<file path="src/rtl/weight_bram_pkg.sv">
// Shared defaults and FSM state encodings for the weight BRAM reader.
package weight_bram_pkg;

    localparam int DEF_DEPTH  = 28;
    localparam int DEF_AW     = 5;
    localparam int DEF_DW     = 16;
    localparam int DEPTH_LAST = DEF_DEPTH - 1;

    typedef logic [1:0] state_t;

    localparam state_t S_IDLE  = 2'd0;
    localparam state_t S_READ  = 2'd1;
    localparam state_t S_DRAIN = 2'd2;
    localparam state_t S_LOAD  = 2'd3;

endpackage

</file>
<file path="src/rtl/weight_skid_fifo.sv">
// Two-entry first-word-fall-through FIFO carrying a data word plus a last flag.
// Storage is cleared on reset so the head reads as zero until the first push.
module weight_skid_fifo #(
    parameter int DW = 16
) (
    input  logic          clk,
    input  logic          rst,
    input  logic          push,
    input  logic [DW-1:0] push_data,
    input  logic          push_last,
    input  logic          pop,
    output logic [DW-1:0] head_data,
    output logic          head_last,
    output logic          valid,
    output logic [1:0]    occupancy
);

    logic [DW-1:0] mem_data [2];
    logic          mem_last [2];
    logic          wr_idx;
    logic          rd_idx;
    logic [1:0]    count;

    // Storage, pointers and occupancy update; pop is only asserted when valid.
    always_ff @(posedge clk) begin
        if (rst) begin
            for (int unsigned i = 0; i < 2; i++) begin
                mem_data[i] <= '0;
                mem_last[i] <= 1'b0;
            end
            wr_idx <= 1'b0;
            rd_idx <= 1'b0;
            count  <= '0;
        end else begin
            if (push) begin
                mem_data[wr_idx] <= push_data;
                mem_last[wr_idx] <= push_last;
                wr_idx           <= ~wr_idx;
            end
            if (pop) begin
                rd_idx <= ~rd_idx;
            end
            case ({push, pop})
                2'b10:   count <= count + 2'd1;
                2'b01:   count <= count - 2'd1;
                default: count <= count;
            endcase
        end
    end

    assign head_data = mem_data[rd_idx];
    assign head_last = mem_last[rd_idx];
    assign valid     = (count != 2'd0);
    assign occupancy = count;

endmodule

</file>
<file path="src/rtl/weight_bram_reader.sv">
// Master-side controller for one weight BRAM: streams all words out over
// valid/ready (read pass) or writes a valid/ready word stream in (load pass).
// Optional CHECKSUM output is enabled by defining WEIGHT_READ_CHECKSUM_EN.
module weight_bram_reader
    import weight_bram_pkg::*;
#(
    parameter int DEPTH = DEF_DEPTH,
    parameter int AW    = DEF_AW,
    parameter int DW    = DEF_DW
) (
    input  logic          CLK,
    input  logic          RST,
    input  logic          START,
    input  logic          LOAD,
    input  logic [DW-1:0] LOAD_DATA,
    input  logic          LOAD_VALID,
    output logic          LOAD_READY,
    output logic [AW-1:0] MEM_ADDR,
    output logic          MEM_EN,
    output logic          MEM_WE,
    output logic [DW-1:0] MEM_DI,
    input  logic [DW-1:0] MEM_DO,
    output logic [DW-1:0] W_DATA,
    output logic          W_VALID,
    input  logic          W_READY,
    output logic          W_LAST,
    output logic          BUSY,
`ifdef WEIGHT_READ_CHECKSUM_EN
    output logic [DW-1:0] CHECKSUM,
`endif
    output logic          DONE
);

    localparam logic [AW-1:0] LAST_ADDR = AW'(DEPTH - 1);

    state_t        state;
    logic [AW-1:0] rd_ptr;
    logic [AW-1:0] wr_ptr;
    logic          done_q;
    logic [1:0]    occ;
    logic          rd_issue;
    logic          wr_fire;
    logic          pop;

    // The BRAM updates DO on the negedge inside the issue cycle, so the word
    // is already on MEM_DO at the closing posedge and is pushed directly.
    // A read is therefore in flight only during its issue cycle and the
    // credit check reduces to the registered FIFO occupancy.
    assign rd_issue = (state == S_READ) && (occ < 2'd2);
    assign wr_fire  = (state == S_LOAD) && LOAD_VALID;
    assign pop      = W_VALID && W_READY;

    weight_skid_fifo #(
        .DW(DW)
    ) u_fifo (
        .clk       (CLK),
        .rst       (RST),
        .push      (rd_issue),
        .push_data (MEM_DO),
        .push_last (rd_ptr == LAST_ADDR),
        .pop       (pop),
        .head_data (W_DATA),
        .head_last (W_LAST),
        .valid     (W_VALID),
        .occupancy (occ)
    );

    // Pass sequencing, address pointers and the registered DONE pulse.
    always_ff @(posedge CLK) begin
        if (RST) begin
            state  <= S_IDLE;
            rd_ptr <= '0;
            wr_ptr <= '0;
            done_q <= 1'b0;
        end else begin
            done_q <= 1'b0;
            case (state)
                S_IDLE: begin
                    if (START) begin
                        state  <= S_READ;
                        rd_ptr <= '0;
                    end else if (LOAD) begin
                        state  <= S_LOAD;
                        wr_ptr <= '0;
                    end
                end
                S_READ: begin
                    if (rd_issue) begin
                        if (rd_ptr == LAST_ADDR) begin
                            state <= S_DRAIN;
                        end else begin
                            rd_ptr <= rd_ptr + 1'b1;
                        end
                    end
                end
                S_DRAIN: begin
                    if (pop && W_LAST) begin
                        state  <= S_IDLE;
                        done_q <= 1'b1;
                    end
                end
                S_LOAD: begin
                    if (wr_fire) begin
                        if (wr_ptr == LAST_ADDR) begin
                            state  <= S_IDLE;
                            done_q <= 1'b1;
                        end else begin
                            wr_ptr <= wr_ptr + 1'b1;
                        end
                    end
                end
                default: state <= S_IDLE;
            endcase
        end
    end

    // BRAM port drive: write has its own state, so the two never overlap.
    always_comb begin
        MEM_EN   = rd_issue || wr_fire;
        MEM_WE   = wr_fire;
        MEM_ADDR = '0;
        MEM_DI   = '0;
        if (wr_fire) begin
            MEM_ADDR = wr_ptr;
            MEM_DI   = LOAD_DATA;
        end else if (rd_issue) begin
            MEM_ADDR = rd_ptr;
        end
    end

    assign LOAD_READY = (state == S_LOAD);
    assign BUSY       = (state != S_IDLE);
    assign DONE       = done_q;

`ifdef WEIGHT_READ_CHECKSUM_EN
    logic [DW-1:0] sum_q;

    // Running sum of accepted beats, restarted by each accepted START.
    always_ff @(posedge CLK) begin
        if (RST) begin
            sum_q <= '0;
        end else if ((state == S_IDLE) && START) begin
            sum_q <= '0;
        end else if (pop) begin
            sum_q <= sum_q + W_DATA;
        end
    end

    assign CHECKSUM = sum_q;
`endif

endmodule

</file>
<file path="config.mk">
export PLATFORM = sky130hd
export DESIGN_NAME = weight_bram_reader
export DESIGN_NICKNAME = d
export VERILOG_FILES = /design/src/rtl/weight_bram_pkg.sv /design/src/rtl/weight_skid_fifo.sv /design/src/rtl/weight_bram_reader.sv
export SDC_FILE = /design/constraint.sdc
export NUM_CORES = 1
export LEC_CHECK = 0
export CAP_MARGIN = 10
export CORE_MARGIN = 5
export CORE_UTILIZATION = 46
export DETAILED_ROUTE_END_ITERATION = 10
export GPL_TIMING_DRIVEN = 0
export PLACE_DENSITY = 0.83
export SYNTH_ARGS = -nofsm -noshare
export SYNTH_HDL_FRONTEND = slang
export SYNTH_HIERARCHICAL = 1
export SYNTH_SLANG_ARGS = --single-unit
</file>
<file path="constraint.sdc">
create_clock -name CLK -period 2.15 [get_ports CLK]
set_input_delay 0.215 -clock CLK [delete_from_list [all_inputs] [get_ports CLK]]
set_output_delay 0.215 -clock CLK [all_outputs]
set_load 0.01 [all_outputs]
</file>
==> out/qor.yml, run 1 <==
layout:
  n_fill_cell: 424
  layout_common_cells: "69 x clkdlybuf4s50_1, 42 x nor2_1, 34 x edfxtp_1"
  drive_gt1_share_pct: 15.0
  fin_cells: 399
  fin_nets: 368
  syn2layout_area_growth_pct: 42.3
  diodes: 0
  fin_area_um2: 3690
  final_common_cell: "clkdlybuf4s50_1"
status:
  status: "complete, no violations"
clock_tree:
  cts-buffers-inserted: 5
  cts_tree: "done"
  cts_root_buf: "clkbuf_8"
  cts.sinks: 52
  cts_buffer_depth: 2
  clock_latency_ns: 0.30
  clk_pin_slew_ns: 0.09
  htreeDepth: 2
floorplan:
  initial_core_util_pct: 47.1
  die_width_um: 85.1
  die_h_um: 85.1
  ioPinCount: 82
  dieArea_um2: 7240
  core_um2: 5510
  rows: 27
timing:
  fin_crit_sh_pct: 96.3
  setup_ws_ns: 0.0804
  report.final.slew_viol_count: 0
  grt_setup_unrepaired: "no"
  setup_viol: 0
  fin_skew_ns: 0.00513
  period_minus_slack_ns: 2.07
  tightest_slew_ns: 0.476
  slew_headroom_pct: 68.3
  hold_violations: 0
  fmax_ghz: 0.483
power:
  power_switching_mw: 0.768
  p_leak_nw: 1.59
  p_sw_share_pct: 26.2
  internal_power_mw: 2.16
  pwr-share-clk_pct: 26.0
  seq_power_share_pct: 42.4
  power_density_nw_per_um2: 795
  p_comb_share_pct: 31.6
  peakVddDrop_uv: 440
logic_synthesis:
  synth_seq_area_share_pct: 53.3
  synth_area_leader_cell: "edfxtp_1"
  synth-edff-count: 34
  synth_seq_cells: 52
  async_flop_share_pct: 0
  syn-mean-instance-area_um2: 10.8
  synth.distinct_cells: 42
  syn_inst: 239
  synth_area_um2: 2590
  yosys_most_used_dff: "edfxtp_1"
  syn-num-nets: 280
  ys_warn_count: 6
  yosys-top-cells-area: "edfxtp_1 39%, dfxtp_1 14%, mux2_2 7.4%"
  synth.top_cell.area_share_pct: 39.4
placement:
  numPortBuffers: 81
  dpl.hpwl_um: 4270
  gp_congestion: 0.854
  place_ws_ns: -0.186
  dp.cells: 392
  place_area_um2: 3490
global_routing:
  antenna_found_initial: 0
  grt_pass1_wl_um: 9810
  grt_max_degree: 18
  grt_pass1_vias: 2025
  track_usage_pct: 16.5
  grt-ovfl-total: 0
setup_path:
  worstSetupStartpointType: "primary input"
  startpoint: "LOAD_VALID"
  path_class: "in2out"
  cp_data_required_time_ns: 1.93
  crit_fanout: 10
  critPathArrivalTime_ns: 1.85
  cp-end-kind: "output port"
  worst_r2r_path_depth: 6
run:
  cap_viol_max_count: 0
hold_path:
  holdPathStages: 2
  hp-start: "u_fifo/wr_idx"
  hold_path.class: "reg2reg"
detailed_routing:
  wirelength_um: 5810
  dr.first_iter.drc_count: 88
  drtAntennaViolNets: 0
  num_vias: 2073
  drc: 0
  drt-wirelength-per-cell_um: 14.6
  viasPerCell: 5.20
  drtPass1Iterations: 4
==> path summary, 6_finish.rpt <==
kind | endpoint | slack (ns)
worst max-delay path | MEM_DI[14] | 0.08
worst min-delay path | u_fifo/wr_idx | 0.50
worst max register to register | state[0] | 0.36
worst min register to register | u_fifo/wr_idx | 0.50
==> kinds of logic after synthesis <==
kind of cell	Yosys count	share of synthesized area [%]
adders and majority gates	3	1.45
muxes	19	8.16
buffers and inverters	19	3.28
AOI/OAI and AO/OA	33	8.88
DFF	52	53.3
xor gates and xnor gates	4	1.35
and+or+nand+nor	109	23.6
==> worst max-delay path, stage by stage <==
cell             delay (ns)
clkdlybuf4s50_1        0.50
and3_1                 0.16
buf_4                  0.16
clkbuf_8               0.16
and2_1                 0.12
clkdlybuf4s50_1        0.54
==> power by group through the flow <==
stage | registers (mW) | logic (mW) | clock network (mW)
5_1_grt | 1.26 | 1.01 | 0.816
4_1_cts | 1.24 | 0.923 | 0.769
2_1_floorplan | 1.25 | 0.515 | 0
6_report | 1.24 | 0.926 | 0.762
3_5_place_dp | 1.27 | 0.913 | 0
3_3_place_gp | 1.26 | 0.901 | 0
==> through the flow <==
| stage | power [mW] | setup TNS [ns] | hold WS [ns] | utilization (%) |
|---|---|---|---|---|
| 2_1_floorplan | 1.77 | 0 | 0.390 | - |
| 3_3_place_gp | 2.16 | -6.78 | 0.453 | 63.4 |
| 3_5_place_dp | 2.18 | -7.76 | 0.483 | 63.4 |
| 4_1_cts | 2.94 | 0 | 0.499 | 66.1 |
| 5_1_grt | 3.09 | 0 | 0.542 | 67.0 |
| 6_report | 2.93 | 0 | 0.497 | 67.0 |
==> cell usage after synthesis (2+ instances only) <==
| library cell | number |
|---|---|
| nor2_1 | 42 |
| edfxtp_1 | 34 |
| nand2b_1 | 21 |
| and2_1 | 18 |
| dfxtp_1 | 18 |
| mux2_2 | 17 |
| a21oi_1 | 9 |
| buf_2 | 8 |
| a22o_1 | 5 |
| clkbuf_1 | 5 |
| inv_1 | 5 |
| nand2_1 | 5 |
| o21ai_0 | 5 |
| or2_2 | 4 |
| or3_1 | 4 |
| a311oi_1 | 3 |
| ha_1 | 3 |
| nand3_1 | 3 |
| a22oi_1 | 2 |
| a41oi_1 | 2 |
| and4b_1 | 2 |
| mux2i_1 | 2 |
| xnor2_1 | 2 |
| xor2_1 | 2 |
==> sequential cells by signal (all words and copies together), names as in the netlist, named ones only <==
| signal | count |
|---|---|
| DONE | 1 |
| u_fifo/mem_data | 32 |
| state | 2 |
| wr_ptr | 5 |
| u_fifo/occupancy | 2 |
| rd_ptr | 5 |
| u_fifo/rd_idx | 1 |
| u_fifo/mem_last | 2 |
| u_fifo/wr_idx | 1 |
==> routing by layer <==
metal	vias up	wire length (um)	global-route usage, %
met5	-	0	0
met4	0	46	3.02
met3	6	457	4.37
met2	86	2870	28.7
met1	966	2430	20.7
li1	1015	-	-
==> area by class of cell <==
type	count	area, um2	share of cell area, %
clock buffer	5	68.8	1.87
sequential	52	1380	37.5
inverter	5	18.8	0.509
timing repair buffer	82	861	23.3
tap	72	90.1	2.44
multi-input combinational	168	1130	30.7
buffer	13	77.6	2.10
clock inverter	2	60.1	1.63
==> timing repair <==
| item | CTS | global route |
|---|---|---|
| setup buffers | 0 | 1 |
| endpoints found under the hold margin | 0 | 0 |
| hold buffers | 0 | 0 |
| setup endpoints to repair | 37 | 45 |
| resized for setup | 6 | 17 |
No activity file was read; power rests on OpenSTA's default activity.
==> inputs of run 2 (changes only) <==
CTS_CLUSTER_SIZE = 16   (was unset)
==> results of run 2 <==
Same layout as run 1: the final DEF is identical, and so are final timing and power.
